File: src/rtl/alu_pkg.sv
// Shared ALU datapath types: result flags and the operand-chunking legality check.
package alu_pkg;

  typedef struct packed {
    logic cout;
    logic ovf;
    logic zero;
  } alu_flags_t;

  function automatic bit chunking_ok(input int unsigned width, input int unsigned chunk);
    return (chunk >= 1) && (width >= chunk) && ((width % chunk) == 0);
  endfunction

endpackage

File: src/rtl/chunk_adder.sv
// Combinational CHUNK-bit ripple adder built from full_adder cells.
module chunk_adder #(
  parameter int CHUNK = 4
) (
  input  logic [CHUNK-1:0] a,
  input  logic [CHUNK-1:0] b,
  input  logic             cin,
  output logic [CHUNK-1:0] sum,
  output logic             cout
);

  logic [CHUNK:0] carry;

  assign carry[0] = cin;

  for (genvar i = 0; i < CHUNK; i++) begin : g_bit
    full_adder u_fa (
      .a    (a[i]),
      .b    (b[i]),
      .cin  (carry[i]),
      .sum  (sum[i]),
      .cout (carry[i+1])
    );
  end

  assign cout = carry[CHUNK];

endmodule

File: src/rtl/full_adder.sv
// One-bit full adder, the leaf cell of the ripple segments.
module full_adder (
  input  logic a,
  input  logic b,
  input  logic cin,
  output logic sum,
  output logic cout
);

  assign sum  = a ^ b ^ cin;
  assign cout = (a & b) | (cin & (a ^ b));

endmodule

File: src/rtl/pipelined_addsub.sv
// Pipelined adder/subtractor: one CHUNK-bit ripple segment per stage, carry registered
// between stages, valid/ready handshake with a single global advance.
module pipelined_addsub
  import alu_pkg::*;
#(
  parameter int WIDTH = 16,
  parameter int CHUNK = 4
) (
  input  logic             clk,
  input  logic             rst_n,
  input  logic             in_valid,
  output logic             in_ready,
  input  logic [WIDTH-1:0] a,
  input  logic [WIDTH-1:0] b,
  input  logic             cin,
  input  logic             sub,
  output logic             out_valid,
  input  logic             out_ready,
  output logic [WIDTH-1:0] sum,
  output logic             cout,
  output logic             ovf,
  output logic             zero
);

  localparam int STAGES = (CHUNK >= 1) ? (WIDTH / CHUNK) : 1;

  if (!chunking_ok(WIDTH, CHUNK)) begin : g_bad_cfg
    $error("pipelined_addsub: WIDTH must be a non-zero multiple of CHUNK");
  end

  logic adv;

  assign adv      = ~out_valid | out_ready;
  assign in_ready = adv;

  // Stage g keeps only the operand chunks still to be added and the sum chunks
  // already produced, so register widths shrink/grow along the pipe.
  for (genvar g = 0; g < STAGES; g++) begin : g_stage
    localparam int REM  = WIDTH - g * CHUNK;
    localparam int DONE = (g + 1) * CHUNK;

    logic [REM-1:0]   a_in;
    logic [REM-1:0]   bx_in;
    logic             c_in;
    logic             v_in;
    logic [DONE-1:0]  s_nxt;
    logic [CHUNK-1:0] ch_sum;
    logic             ch_co;
    logic             v_q, v_d;
    logic [DONE-1:0]  s_q, s_d;

    if (g == 0) begin : g_head
      assign a_in  = a;
      assign bx_in = sub ? ~b : b;
      assign c_in  = sub ^ cin;
      assign v_in  = in_valid;
      assign s_nxt = ch_sum;
    end else begin : g_body
      assign a_in  = g_stage[g-1].g_pass.a_q;
      assign bx_in = g_stage[g-1].g_pass.bx_q;
      assign c_in  = g_stage[g-1].g_pass.c_q;
      assign v_in  = g_stage[g-1].v_q;
      assign s_nxt = {ch_sum, g_stage[g-1].s_q};
    end

    chunk_adder #(.CHUNK(CHUNK)) u_chunk (
      .a    (a_in[CHUNK-1:0]),
      .b    (bx_in[CHUNK-1:0]),
      .cin  (c_in),
      .sum  (ch_sum),
      .cout (ch_co)
    );

    always_comb begin
      v_d = v_q;
      s_d = s_q;
      if (adv) begin
        v_d = v_in;
        if (v_in) s_d = s_nxt;
      end
    end

    always_ff @(posedge clk or negedge rst_n) begin
      if (!rst_n) begin
        v_q <= 1'b0;
        s_q <= '0;
      end else begin
        v_q <= v_d;
        s_q <= s_d;
      end
    end

    if (g < STAGES - 1) begin : g_pass
      logic [REM-CHUNK-1:0] a_q, a_d;
      logic [REM-CHUNK-1:0] bx_q, bx_d;
      logic                 c_q, c_d;

      always_comb begin
        a_d  = a_q;
        bx_d = bx_q;
        c_d  = c_q;
        if (adv && v_in) begin
          a_d  = a_in[REM-1:CHUNK];
          bx_d = bx_in[REM-1:CHUNK];
          c_d  = ch_co;
        end
      end

      always_ff @(posedge clk or negedge rst_n) begin
        if (!rst_n) begin
          a_q  <= '0;
          bx_q <= '0;
          c_q  <= 1'b0;
        end else begin
          a_q  <= a_d;
          bx_q <= bx_d;
          c_q  <= c_d;
        end
      end
    end else begin : g_tail
      alu_flags_t flags_q, flags_d;

      always_comb begin
        flags_d = flags_q;
        if (adv && v_in) begin
          flags_d.cout = ch_co;
          flags_d.ovf  = (a_in[REM-1] == bx_in[REM-1]) && (s_nxt[WIDTH-1] != a_in[REM-1]);
          flags_d.zero = ~|s_nxt;
        end
      end

      always_ff @(posedge clk or negedge rst_n) begin
        if (!rst_n) flags_q <= '0;
        else        flags_q <= flags_d;
      end
    end
  end

  assign out_valid = g_stage[STAGES-1].v_q;
  assign sum       = g_stage[STAGES-1].s_q;
  assign cout      = g_stage[STAGES-1].g_tail.flags_q.cout;
  assign ovf       = g_stage[STAGES-1].g_tail.flags_q.ovf;
  assign zero      = g_stage[STAGES-1].g_tail.flags_q.zero;

endmodule

File: config.mk
export PLATFORM = sky130hd
export DESIGN_NAME = pipelined_addsub
export DESIGN_NICKNAME = d
export VERILOG_FILES = /design/src/rtl/alu_pkg.sv /design/src/rtl/chunk_adder.sv /design/src/rtl/full_adder.sv /design/src/rtl/pipelined_addsub.sv
export SDC_FILE = /design/constraint.sdc
export NUM_CORES = 1
export LEC_CHECK = 0
export ABC_AREA = 1
export BUFFER_PORTS_ARGS = -buffer_cell sky130_fd_sc_hd__buf_2
export CORE_MARGIN = 2
export CORE_UTILIZATION = 23
export DETAILED_ROUTE_END_ITERATION = 6
export HOLD_SLACK_MARGIN = 0.05
export PLACE_DENSITY_LB_ADDON = 0.05
export SLEW_MARGIN = 20
export SYNTH_ARGS = -nofsm -noshare
export SYNTH_HDL_FRONTEND = slang
export SYNTH_SLANG_ARGS = --single-unit
File: constraint.sdc
create_clock -name clk -period 2.29 [get_ports clk]
set_clock_uncertainty 0.1 [all_clocks]
set_input_delay 0.5725 -clock clk [delete_from_list [all_inputs] [get_ports clk]]
set_output_delay 0.5725 -clock clk [all_outputs]
set_load 0.01 [all_outputs]
==> out/qor.yml <==
critical_path:
  cp.arrival_ns: 2.56
  critPathMaxStageDelay_ns: 0.46
  critPathBufInv: 4
  worst_setup_path_end_kind: "flip-flop"
  cp.required_ns: 2.43
  worst-path-max-fanout: 4
  cp-start-kind: "flip-flop"
  crit_top_cell: "fa_2"
  crit_chain: "inv_2 > fa_2 > inv_2 > fa_2 > fa_2 > inv_2 > fa_2 > nand2_1 > inv_1 > nand2_1 > nor2_1 > nand3_1 > nand2_1"
  cp_slowest_cell: "fa_2"
  crit_type: "reg2reg"
  critPathTopFamily: "adder cells"
yosys:
  synthAdderAreaFrac_pct: 7.72
  synth_cell_types: 22
  synth_top_family_by_area: "simple AND/OR/NAND/NOR gates"
  yosys.area_share.simple_pct: 21.7
  synth_nets: 514
  synth.area.mux_share_pct: 0
  synthXorXnorAreaFrac_pct: 3.45
  syn-mean-instance-area_um2: 9.39
  synth-seq-cells: 98
  synth_area_um2: 4310
  synth_compound_area_share_pct: 4.59
  synthCells: 459
  ys_seq_area_share_pct: 56.9
  yosysWarnings: 0
sta:
  finalSetupTns_ns: -0.224
  rsz0062_at_grt: "true"
  maxSlewViolCount: 0
  worst_pin_slew_ns: 0.525
  max_slew_margin_pct: 65.0
  setup_viol: 4
  worst_slack_ns: -0.130
  hold_viol_final: 0
  fin_crit_sh_pct: 106
  max_freq_mhz: 413
  fin_crit_ns: 2.42
  whs_ns: 0.0909
routing:
  final_antenna_net_count: 0
  firstDrtPassIters: 4
  vias_per_cell: 3.93
  wl_mm: 9.72
  first_iter_violations: 133
  via_count: 3010
  wl_per_cell_um: 12.7
  drc: 0
layout:
  drive_above_1_share_pct: 24.4
  syn2layout_area_growth_pct: 24.8
  final_cells: 766
  layout.nets: 582
  final_util_pct: 29.1
  antennaDiodeCount: 0
placement:
  numPortBuffers: 58
  post-place-cells: 749
  hpwl_mm: 6.96
  globalplace.congestion: 0.657
clocking:
  cts.path.max_buffers: 2
  insertion_delay_ns: 0.35
  htreeDepth: 3
  clockRootBuffer: "clkbuf_16"
  cts_tree: "built"
  clock-sinks: 98
  cts_buffers: 9
  clkSlewWorstSetupHoldPaths_ns: 0.07
  cts_hold_buffers: 0
hold_path:
  hold_path_class: "in2async"
grt:
  grt_pass1_vias: 3152
  grt_pass1_wl_mm: 16.8
  grtUsageTotal_pct: 10.8
  grt_overflow_total: 0
  grt_start_max_net_pins: 38
  antenna_found_initial: 0
floorplanning:
  fp.dieW_um: 141
  die_h_um: 141
  initial_core_util_pct: 23.3
  die_area_um2: 19900
  ios: 59
  core_area_um2: 18500
  num_rows: 50
status:
  status: "complete, but fails checks"
  violations: "setup timing"
power_and_ir_drop:
  p_per_area_nw_per_um2: 1340
  p_leak_nw: 2.73
  peakVddDrop_uv: 350
job:
  maxCapViolations: 0
[registers in the layout, indices dropped and copies added (netlist names), 3 cells and up]
register	count
g_stage.g_pass.a_q	24
g_stage.g_pass.bx_q	24
g_stage.g_pass.c_q	3
g_stage.s_q	24
g_stage.v_q	3
sum	16
[worst paths after layout]
path / from / end / slack [ns] / cells after the start
worst min-delay path: rst_n / sum[5] / 0.09 / 1
worst max-delay path: g_stage[2].g_pass.c_q / zero / -0.13 / 13
min in group clk: a[11] / g_stage[0].g_pass.a_q[7] / 0.31 / 3
worst min register to register: sum[0] / sum[0] / 0.37 / 2
worst max register to register: g_stage[2].g_pass.c_q / zero / -0.13 / 13
max in group asynchronous: rst_n / g_stage[1].s_q[2] / 1.38 / 2
[power by group]
part | internal (mW) | switching, mW | leakage [nW]
sequential | 2.44 | 0.459 | 1.22
clock | 1.07 | 0.691 | 0.163
combinational | 1.09 | 1.45 | 1.35
total | 4.60 | 2.60 | 2.73
[area by class of cell]
class                   count  area [µm²]
well taps                 234         293
multi-input cells         306        1680
clock buffers              10         229
clock inverters             6         115
inverters                  32         123
fillers                  1979       13100
repair buffers             80         495
flip-flops and latches     98        2450
[per-layer routing]
layer	global-route usage (%)	vias up	part of all wire, %
met2	15.0	60	40
met5	0	-	0
met3	2.41	14	4.2
met4	5.21	0	2.3
li1	-	1564	-
met1	15.8	1372	54
[cell usage after synthesis (all sizes together)]
library cell,count,area [µm²]
inv,32,123
nand3,32,160
nor2,19,86.3
a21oi,9,45.0
nand2,182,688
xor2,1,8.76
o21ai,29,145
buf,19,108
o211ai,1,7.51
ha,1,12.5
dfrtp,98,2450
fa,16,320
clkbuf,4,15.0
xnor2,16,140
[logic make-up after synthesis]
kind of cell / after synthesis
xor gates and xnor gates: 17
adders and majority gates: 17
buffers and inverters: 55
and+or+nand+nor: 233
AOI/OAI and AO/OA: 39
DFF: 98
[worst reg2reg max path, stage by stage, from the launching register on]
cell	delay [ns]
dfrtp_1	0.39
inv_2	0.07
fa_2	0.19
inv_2	0.04
fa_2	0.33
fa_2	0.34
inv_2	0.07
fa_2	0.46
nand2_1	0.09
inv_1	0.04
nand2_1	0.05
nor2_1	0.05
nand3_1	0.06
nand2_1	0.05
[layout by cell type, fill, tap and decap left out, drive strengths merged]
cell type / instances
a21oi: 9
buf: 80
bufinv: 3
clkbuf: 10
clkinv: 2
clkinvlp: 1
dfrtp: 98
fa: 16
ha: 1
inv: 32
nand2: 182
nand3: 32
nor2: 19
o211ai: 1
o21ai: 29
xnor2: 16
xor2: 1
[through the flow]
stage	total power, mW	worst slack (ns)	area [µm²]
2_1_floorplan	4.49	-0.459	4370
3_3_place_gp	5.43	-0.418	4990
3_5_place_dp	5.46	-0.415	4990
4_1_cts	7.34	-0.147	5370
5_1_grt	7.91	-0.250	5380
6_report	7.20	-0.130	5380
[timing repair]
action / in CTS / in global routing
endpoints found under the setup margin: 6 / 6
pin swaps: 4 / 4
setup buffers: 0 / 1
gates resized for setup: 20 / 7
gates cloned: 0 / 0
No activity file was read; power rests on OpenSTA's default activity.
